<file path="config.mk">
export PLATFORM = sky130hd
export DESIGN_NAME = uart_key_decoder
export DESIGN_NICKNAME = d
export VERILOG_FILES = /design/src/rtl/uart_key_decoder.sv
export SDC_FILE = /design/constraint.sdc
export NUM_CORES = 1
export LEC_CHECK = 0
export ABC_CLOCK_PERIOD_IN_PS = 3300
export BUFFER_PORTS_ARGS = -buffer_cell sky130_fd_sc_hd__buf_2
export CORE_ASPECT_RATIO = 0.5
export CORE_UTILIZATION = 40
export CTS_BUF_LIST = sky130_fd_sc_hd__clkbuf_4
export DETAILED_ROUTE_END_ITERATION = 10
export GPL_TIMING_DRIVEN = 0
export PLACE_DENSITY = 0.56
export SLEW_MARGIN = 20
export SYNTH_ARGS = -nofsm -noshare
export SYNTH_HDL_FRONTEND = slang
export SYNTH_SLANG_ARGS = --single-unit
</file>
<file path="constraint.sdc">
create_clock -name clk -period 3.3 [get_ports clk]
set_input_delay 0.33 -clock clk [delete_from_list [all_inputs] [get_ports clk]]
set_output_delay 0.33 -clock clk [all_outputs]
set_load 0.01 [all_outputs]
</file>
<file path="src/rtl/uart_key_decoder.sv">
// 8N1 UART receiver that maps game keys to one-cycle command pulses.
// Optional KEY_HOLDOFF_EN suppresses repeats of the same key code.
module uart_key_decoder #(
  parameter int CLK_FREQ       = 100_000_000,
  parameter int BAUD           = 9600,
  parameter int HOLDOFF_CYCLES = 5_000_000
) (
  input  logic       clk,
  input  logic       reset,
  input  logic       rx,
  output logic [3:0] keyboard,
  output logic       keyValid,
  output logic [7:0] rxByte,
  output logic       byteValid,
  output logic       frameErr
);

  localparam int DIV = CLK_FREQ / BAUD;
  localparam int CW  = $clog2(DIV);
  localparam logic [CW-1:0] HALF_LD = CW'(DIV / 2 - 1);
  localparam logic [CW-1:0] BIT_LD  = CW'(DIV - 1);

  if (DIV < 4 || HOLDOFF_CYCLES > 32'hFF_FFFF) begin : g_cfg_err
    $error("uart_key_decoder: DIV < 4 or HOLDOFF_CYCLES too large");
  end

  typedef enum logic [1:0] {IDLE, START, DATA, STOP} state_t;

  state_t        state_q, state_d;
  logic [CW-1:0] cnt_q, cnt_d;
  logic [2:0]    bit_q, bit_d;
  logic [7:0]    sh_q, sh_d;
  logic          meta_q, rxs_q;
  logic          tick;

  logic [3:0] key_q, key_d;
  logic       kv_q, kv_d;
  logic [7:0] byte_q, byte_d;
  logic       bv_q, bv_d;
  logic       fe_q, fe_d;
  logic       good, emit;
  logic [3:0] code;

  assign tick = (cnt_q == '0);

  function automatic logic [3:0] keymap(input logic [7:0] b);
    logic [3:0] k;
    k = 4'b0000;
    unique case (1'b1)
      b == 8'h77:              k = 4'b0001;
      b == 8'h61:              k = 4'b0010;
      b == 8'h73:              k = 4'b0011;
      b == 8'h64:              k = 4'b0100;
      b == 8'h20 || b == 8'h0D: k = 4'b1000;
      default:                 k = 4'b0000;
    endcase
    return k;
  endfunction

  always_ff @(posedge clk) begin
    if (reset) begin
      state_q <= IDLE;
      cnt_q   <= '0;
      bit_q   <= '0;
      sh_q    <= '0;
      meta_q  <= 1'b1;
      rxs_q   <= 1'b1;
    end else begin
      state_q <= state_d;
      cnt_q   <= cnt_d;
      bit_q   <= bit_d;
      sh_q    <= sh_d;
      meta_q  <= rx;
      rxs_q   <= meta_q;
    end
  end

  always_comb begin
    state_d = state_q;
    cnt_d   = tick ? cnt_q : cnt_q - CW'(1);
    bit_d   = bit_q;
    sh_d    = sh_q;
    unique case (state_q)
      IDLE: begin
        cnt_d = cnt_q;
        if (!rxs_q) begin
          state_d = START;
          cnt_d   = HALF_LD;
        end
      end
      START: if (tick) begin
        state_d = rxs_q ? IDLE : DATA;
        cnt_d   = BIT_LD;
        bit_d   = '0;
      end
      DATA: if (tick) begin
        sh_d  = {rxs_q, sh_q[7:1]};
        cnt_d = BIT_LD;
        if (bit_q == 3'd7) state_d = STOP;
        else bit_d = bit_q + 3'd1;
      end
      STOP: if (tick) state_d = IDLE;
      default: state_d = IDLE;
    endcase
  end

`ifdef KEY_HOLDOFF_EN
  logic [23:0] hold_q, hold_d;
  logic [3:0]  last_q, last_d;

  always_ff @(posedge clk) begin
    if (reset) begin
      hold_q <= '0;
      last_q <= '0;
    end else begin
      hold_q <= hold_d;
      last_q <= last_d;
    end
  end

  always_comb begin
    emit   = good && code != 4'b0000 &&
             !(hold_q != '0 && code == last_q);
    hold_d = (hold_q != '0) ? hold_q - 24'd1 : hold_q;
    last_d = last_q;
    if (emit) begin
      hold_d = 24'(HOLDOFF_CYCLES);
      last_d = code;
    end
  end
`else
  assign emit = good && code != 4'b0000;
`endif

  always_comb begin
    good   = (state_q == STOP) && tick && rxs_q;
    code   = keymap(sh_q);
    fe_d   = (state_q == STOP) && tick && !rxs_q;
    bv_d   = good;
    byte_d = good ? sh_q : byte_q;
    kv_d   = emit;
    key_d  = emit ? code : 4'b0000;
  end

  always_ff @(posedge clk) begin
    if (reset) begin
      key_q  <= '0;
      kv_q   <= 1'b0;
      byte_q <= '0;
      bv_q   <= 1'b0;
      fe_q   <= 1'b0;
    end else begin
      key_q  <= key_d;
      kv_q   <= kv_d;
      byte_q <= byte_d;
      bv_q   <= bv_d;
      fe_q   <= fe_d;
    end
  end

  assign keyboard  = key_q;
  assign keyValid  = kv_q;
  assign rxByte    = byte_q;
  assign byteValid = bv_q;
  assign frameErr  = fe_q;

endmodule

</file>
# --- Word level (Yosys, flattened, before mapping) ---
# Cells that the tools add are included.
classes:
  n_addsub: 2
  n_eq_ne: 16
  mux: 16
  bitwise: 1
  n_reduce_logical: 15
op_table:
  columns: ["op", "count"]
  rows:
  - ["2-to-1 mux 14 bit", 3]
  - ["equality test 8 x 7 -> 1 bit (second input constant)", 4]
  - ["one-hot mux 14 bit (2 select lines)", 1]
  - ["one-hot mux 4 bit (5 select lines)", 1]
  - ["zero test 14 bit", 1]
  - ["subtractor 14 x 1 -> 14 bit (second input constant)", 1]
  - ["2-to-1 mux 2 bit", 6]
  - ["!= test 2 bit (second input constant)", 6]
  - ["2-to-1 mux 3 bit", 3]
  - ["equality test 8 x 4 -> 1 bit (second input constant)", 1]
  - ["equality test 8 x 6 -> 1 bit (second input constant)", 1]
  - ["one-hot mux 2 bit (4 select lines)", 1]
  - ["one-hot mux 3 bit (2 select lines)", 1]
  - ["AND reduction 5 bit", 1]
  - ["equality test 2 bit (second input constant)", 2]
  - ["logical AND 1 bit", 4]
  - ["AND reduction 4 bit", 1]
  - ["nonzero test 4 bit", 1]
  - ["OR reduction 2 bit", 2]
  - ["adder 3 x 1 -> 3 bit (second input constant)", 1]
  - ["equality test 3 bit (second input constant)", 1]
  - ["equality test 2 x 1 -> 1 bit (second input constant)", 1]
  - ["zero test 2 bit", 1]
  - ["AND reduction 2 bit", 1]
  - ["4 further kinds", 4]
totals:
  ff_bits: 44
  output_inout_bits: 15

# --- Logic depth before layout (Yosys ltp) ---
# Gate-level depths: netlist of run 1.
depth:
  ltp_word: 7
  depth_mapped: 10
  ltp_nobuf: 9

# --- Worst setup path after synthesis of run 1 ---
# No wires, ideal clock.
synth_path:
  path_type: "flip-flop to flip-flop"
  startpoint: "reg cnt_q[0]"
  endpoint: "reg cnt_q[0]"
  setup_time_ns: 0.095
  t_arrival_ns: 2.289
  path_slack_ns: 0.915
  stages_incl_launch_ff: 11
  path_buffers: 1
  period_less_slack_ns: 2.385
  path_cell_list: "dfxtp_1 -> inv_1 -> ha_1 -> or3b_2 -> nor4_4 -> inv_2 -> buf_6 -> ha_1 -> nor3b_1 -> a21oi_1 -> a221oi_1"
synth_between:
  elab_chain_len: 4
  word_cells_on_any_way: 5
  classes_between: "1 x add/sub; 3 x mux; 1 x reduce/logical"
synth_rtl:
  columns: ["item", "line", "rtl"]
  rows:
  - ["from (decl)", "30", "logic [CW-1:0] cnt_q, cnt_d;"]
  - ["from (signal assigned)", "70", "cnt_q <= cnt_d;"]
  - ["subtractor 14 x 1 -> 14 bit or zero test 14 bit (tied branches)", "80, 44", null]
  - ["2-to-1 mux 14 bit", "80", "cnt_d = tick ? cnt_q : cnt_q - CW'(1);"]
  - ["2-to-1 mux 14 bit", "91, 96", null]
  - ["one-hot mux 14 bit (2 select lines) *", "83", "unique case (state_q)"]
# Mark *: on every way between the ends. The rest lies on a longest branch, timed or not.
# A chain may end at the register's enable or synchronous reset.

# --- Worst setup path in the final report of run 1 ---
# Ends and elaborated chain as after synthesis.

==> impl_metrics.tcl, run 1 <==
set metrics [dict create \
    pre_cts_slack_ns 0.428 \
    dp_hpwl_mm 4.24 \
    yosysTopAreaCellShare 0.380 \
    critPathKind "reg -> reg" \
    core_area_sq_um 5540 \
    yosysTopAreaCell "dfxtp_1" \
    clk_pin_slew_ns 0.15 \
    status "finished clean" \
    ant_nets 0 \
    whs_ns 0.147 \
    slew_violations 0 \
    cts_tree "done" \
    cpPeakStageDelay_ns 0.53 \
    worstPathCellList "inv_1 > ha_1 > or3b_2 > nor4_4 > inv_2 > buf_6 > ha_1 > nor3b_1 > a21oi_1 > a221oi_1" \
    antennaDiodeCount 0 \
    clock_path_buffers 2 \
    final_nets 291 \
    finClkSkew_ns 0.0236 \
    die_area_sq_um 6120 \
    place_area_sq_um 2490 \
    yosysWarnings 0 \
    syn_to_final_growth_pct 11.6 \
    regArea_sq_um 881 \
    grt_use_total 0.213 \
    p_per_area_nw_per_um2 827 \
    finalWirelength_mm 5.89 \
    antenna_found_initial 0 \
    final_util 0.467 \
    drcViolationCount 0 \
    wire_per_inst_um 16.8 \
    grt_max_degree 14 \
    rsz0062_at_grt "false" \
    ys_seq_area_frac 0.380 \
    port_buffers 16 \
    clock_latency_ns 0.38 \
    setup_tns_ns 0 \
    cp.arrival_ns 3.20 \
    drt_pass1_iterations 4 \
    cts.repair.resized 0 \
    synth_edf_count 0 \
    synth_top_family_by_area "simple AND/OR/NAND/NOR gates" \
    synthCells 255 \
    start_util 0.419 \
    synthAdderAreaFrac 0.0540 \
    ys_ff_latch 44 \
    setup_viol 0 \
    synth.top_cells.by_count "dfxtp_1 (44), nor2_1 (21), a21oi_1 (16)" \
    crit_top_cell "ha_1" \
    worst_pin_slew_ns 0.787 \
    cp.buffers_inverters 3 \
    max-cap-violations 0 \
    fillerInstances 565 \
    async_reset_ff_frac 0 \
    max_freq_mhz 344 \
    post-cts-setup-buffer-count 0 \
    cpMaxStageDelayCell "or3b_2" \
    final_area_sq_um 2590 \
    synth_ff_type "dfxtp_1" \
    worst_setup_path_end_kind "register" \
    synth.mux.area_fraction 0.0480 \
    synth_compound_area_frac 0.216 \
    grt_pass1_wl_mm 9.94 \
    num_rows 19 \
    peakVddDrop_uv 351 \
    clock_sinks 44 \
    min_period_ns 2.91 \
    p_leak_nw 1.04 \
    relSlewSlack 0.474 \
    die_h_um 55.8 \
    numCtsBuffers 5 \
    htree_levels 2 \
    synth_area_sq_um 2320 \
    synthTopCellsByArea "dfxtp_1 (38%), ha_1 (5.4%), mux2i_1 (4.3%), a21oi_1 (3.5%), nor2_1 (3.4%)" \
    synth_cell_types 62 \
    drive_gt1_frac 0.183 \
    multi_input_area_sq_um 1320 \
    path_max_fanout 10 \
    clock-root-buffer "clkbuf_4" \
    required_ns 3.59 \
    hold_buffers 0 \
    synth-simple-area-share 0.247 \
    drt_iter0_drc 164 \
    critPathLaunchType "register" \
    avgSynthCellArea_sq_um 9.09 \
    min_path_type "in -> reg" \
    grt_pass1_vias 1994 \
    post-route-period-util 0.881 \
    io_pins 18 \
    syn_nets 268 \
    viasPerCell 5.94 \
    path_delay_family "simple AND/OR/NAND/NOR gates" \
    die_x_um 110 \
    grt_overflow_total 0 \
    synth_most_common_cell "dfxtp_1" \
    synthXorXnorAreaFrac 0.00378 \
    hold_viol 0 \
    fin_ws_ns 0.392 \
    vias 2086 \
    place_congestion 0.849 \
]
==> where the power goes <==
part	switching, W	internal [W]	total (W)
clock	0.000184	0.000232	0.000416
combinational	0.000668	0.000386	0.00105
sequential	0.0000821	0.000590	0.000672
==> per-stage QoR <==
stage / std cells / total power, W
after global placement: 344 / 0.00169
after floorplan: 255 / 0.00146
after global routing: 351 / 0.00228
after detailed placement: 344 / 0.00170
after CTS: 351 / 0.00213
final: 351 / 0.00214
==> layout make-up <==
cell class	count	share of cell area
Multi-Input combinational cell	184	0.510
Sequential cell	44	0.340
Tap cell	73	0.0353
Timing Repair Buffer	16	0.0309
Buffer	15	0.0285
Clock inverter	2	0.0232
Inverter	12	0.0174
Clock buffer	5	0.0145
==> logic make-up (layout without fill, tap and decap cells) <==
group | Yosys count | count (layout)
XOR/XNOR | 1 | 1
buffers and inverters | 27 | 50
AO/OA/AOI/OAI | 68 | 68
multiplexers | 11 | 11
AND/OR/NAND/NOR | 94 | 94
adder cells (fa/ha/maj) | 10 | 10
flip-flops | 44 | 44
==> final timing paths <==
kind | from | endpoint | slack, ns | depth (start not counted)
setup / recovery | cnt_q[0] | cnt_q[0] | 0.39 | 10
hold / removal | rx | meta_q | 0.15 | 2
setup reg to reg | cnt_q[0] | cnt_q[0] | 0.39 | 10
hold reg to reg | meta_q | rxs_q | 0.43 | 1
==> per-layer routing <==
layer  share of wire  track usage  up-vias
li1                -            -     1008
met1            0.50        0.308     1017
met2            0.43        0.316       50
met3           0.051       0.0515       11
met4           0.016       0.0552        0
met5               0            0        -
==> flip-flops by register name (all words and copies together), names as in the netlist, named ones only <==
signal and cells:
rxByte 8, cnt_q 14, keyValid 1, frameErr 1, bit_q 3, byteValid 1
keyboard 4, rxs_q 1, state_q 1, meta_q 1, sh_q 8
==> placed cells by master (no fill, tap or decap), types with 3 or more instances in the layout <==
cell type  count
nor3_1         9
a31o_2         3
dfxtp_1       44
nor4_1         3
or2_2          4
nand2_1       11
o211ai_1       4
o21ai_0       13
inv_1         11
nor4b_1        3
nand4_1        5
nand3_1       14
clkbuf_1      10
buf_2         18
a21oi_1       16
nor2_1        21
nor3b_1        4
clkbuf_4       5
a221oi_1       5
mux2i_1       10
ha_1          10
No activity file was read; power rests on OpenSTA's default activity.
==> run 2, diff against run 1 <==
--- a/config.mk
+++ b/config.mk
@@ -13,6 +13,7 @@
 export DETAILED_ROUTE_END_ITERATION = 10
 export GPL_TIMING_DRIVEN = 0
 export PLACE_DENSITY = 0.56
+export REMOVE_ABC_BUFFERS = 1
 export SLEW_MARGIN = 20
 export SYNTH_ARGS = -nofsm -noshare
 export SYNTH_HDL_FRONTEND = slang
==> impl_metrics.tcl, run 2 (synthesized netlist as in run 1, its figures left out) <==
set metrics [dict create \
    rr_worst_depth 9 \
    grt_pass1_vias 1843 \
    crit_top_cell "ha_1" \
    numCtsBuffers 5 \
    p_per_area_nw_per_um2 798 \
    grt_overflow_total 0 \
    max-cap-violations 0 \
    cts.repair.resized 0 \
    finClkSkew_ns 0.0136 \
    worst_pin_slew_ns 0.848 \
    dp_hpwl_mm 3.78 \
    path_max_fanout 12 \
    grt_pass1_wl_mm 9.04 \
    post-cts-setup-buffer-count 0 \
    place_congestion 0.852 \
    clock-root-buffer "clkbuf_4" \
    pre_cts_slack_ns 0.421 \
    setup_viol 0 \
    antennaDiodeCount 0 \
    peakVddDrop_uv 277 \
    io_pins 18 \
    drive_gt1_frac 0.189 \
    whs_path_depth 2 \
    fin_ws_ns 0.402 \
    grt_max_degree 35 \
    worstPathCellList "inv_1 > ha_1 > or3b_2 > nor4_4 > inv_2 > ha_1 > nor3b_1 > a21oi_1 > a221oi_1" \
    port_buffers 17 \
    largest_reg_flops 14 \
    p_leak_nw 1.00 \
    clk_pin_slew_ns 0.14 \
    largest-register "cnt_q" \
    final_cell_mix "dfxtp_1 (44), nor2_1 (21), buf_2 (17), a21oi_1 (16), nand3_1 (14)" \
    critPathLaunchType "register" \
    status "finished clean" \
    vias 1958 \
    die_x_um 110 \
    final_nets 277 \
    wire_per_inst_um 16.0 \
    syn_to_final_growth_pct 8.31 \
    min_period_ns 2.90 \
    post-route-period-util 0.878 \
    core_area_sq_um 5540 \
    hold_viol 0 \
    worst_setup_path_end_kind "register" \
    finalWirelength_mm 5.40 \
    whs_ns 0.146 \
    cp.arrival_ns 3.16 \
    ant_nets 0 \
    critPathKind "reg -> reg" \
    layout_commonest_cell "dfxtp_1" \
    relSlewSlack 0.431 \
    place_inst 330 \
    num_rows 19 \
    rsz0062_at_grt "false" \
    clock_latency_ns 0.36 \
    drt_iter0_drc 135 \
    drt_pass1_iterations 4 \
    power_w 0.00200 \
    htree_levels 2 \
    fin_cells 338 \
    required_ns 3.56 \
    clock_path_buffers 2 \
    start_util 0.419 \
    hold_buffers 0 \
    grt_use_total 0.193 \
    min_path_type "in -> reg" \
    cpMaxStageDelayCell "or3b_2" \
    slew_violations 0 \
    clock_sinks 44 \
    drcViolationCount 0 \
    die_h_um 55.8 \
    cts_tree "done" \
    setup_tns_ns 0 \
    antenna_found_initial 0 \
    die_area_sq_um 6120 \
    max_freq_mhz 345 \
    viasPerCell 5.79 \
    cpPeakStageDelay_ns 0.53 \
]
[run 2: layout make-up]
class | count | area (sq um)
Inverter | 12 | 45.0
Sequential cell | 44 | 881
Multi-Input combinational cell | 184 | 1320
Clock inverter | 3 | 47.5
Timing Repair Buffer | 17 | 85.1
Tap cell | 73 | 91.3
Clock buffer | 5 | 37.5
Fill cell | 557 | 3030
[run 2: worst paths after layout]
kind / end / start / slack (ns)
worst max-delay path: cnt_q[0] / cnt_q[0] / 0.40
worst min-delay path: meta_q / rx / 0.15
worst max register to register: cnt_q[0] / cnt_q[0] / 0.40
worst min register to register: rxs_q / meta_q / 0.43
[run 2: metrics by stage]
step | util | area [sq um]
after floorplan | - | 2240
after global placement | 0.437 | 2420
after detailed placement | 0.438 | 2430
after CTS | 0.453 | 2510
after global routing | 0.453 | 2510
final | 0.453 | 2510
[run 2: metal layers]
metal	GRT usage	vias up	routed length, um
met4	0.0457	0	53
li1	-	982	-
met3	0.0492	6	261
met5	0	-	0
met1	0.258	927	2680
met2	0.312	43	2400
[run 2: worst max-delay path: cells and delay by family (launching register included)]
| kind | cells | cell delay (ns) |
|---|---|---|
| DFF | 1 | 0.39 |
| adders and majority gates | 2 | 0.46 |
| buffers and inverters | 2 | 0.40 |
| AOI/OAI and AO/OA | 2 | 0.35 |
| and+or+nand+nor | 3 | 1.20 |
[run 2: power by group]
group	switching [W]	internal [W]
Clock	0.000192	0.000162
Sequential	0.0000939	0.000590
Combinational	0.000622	0.000343
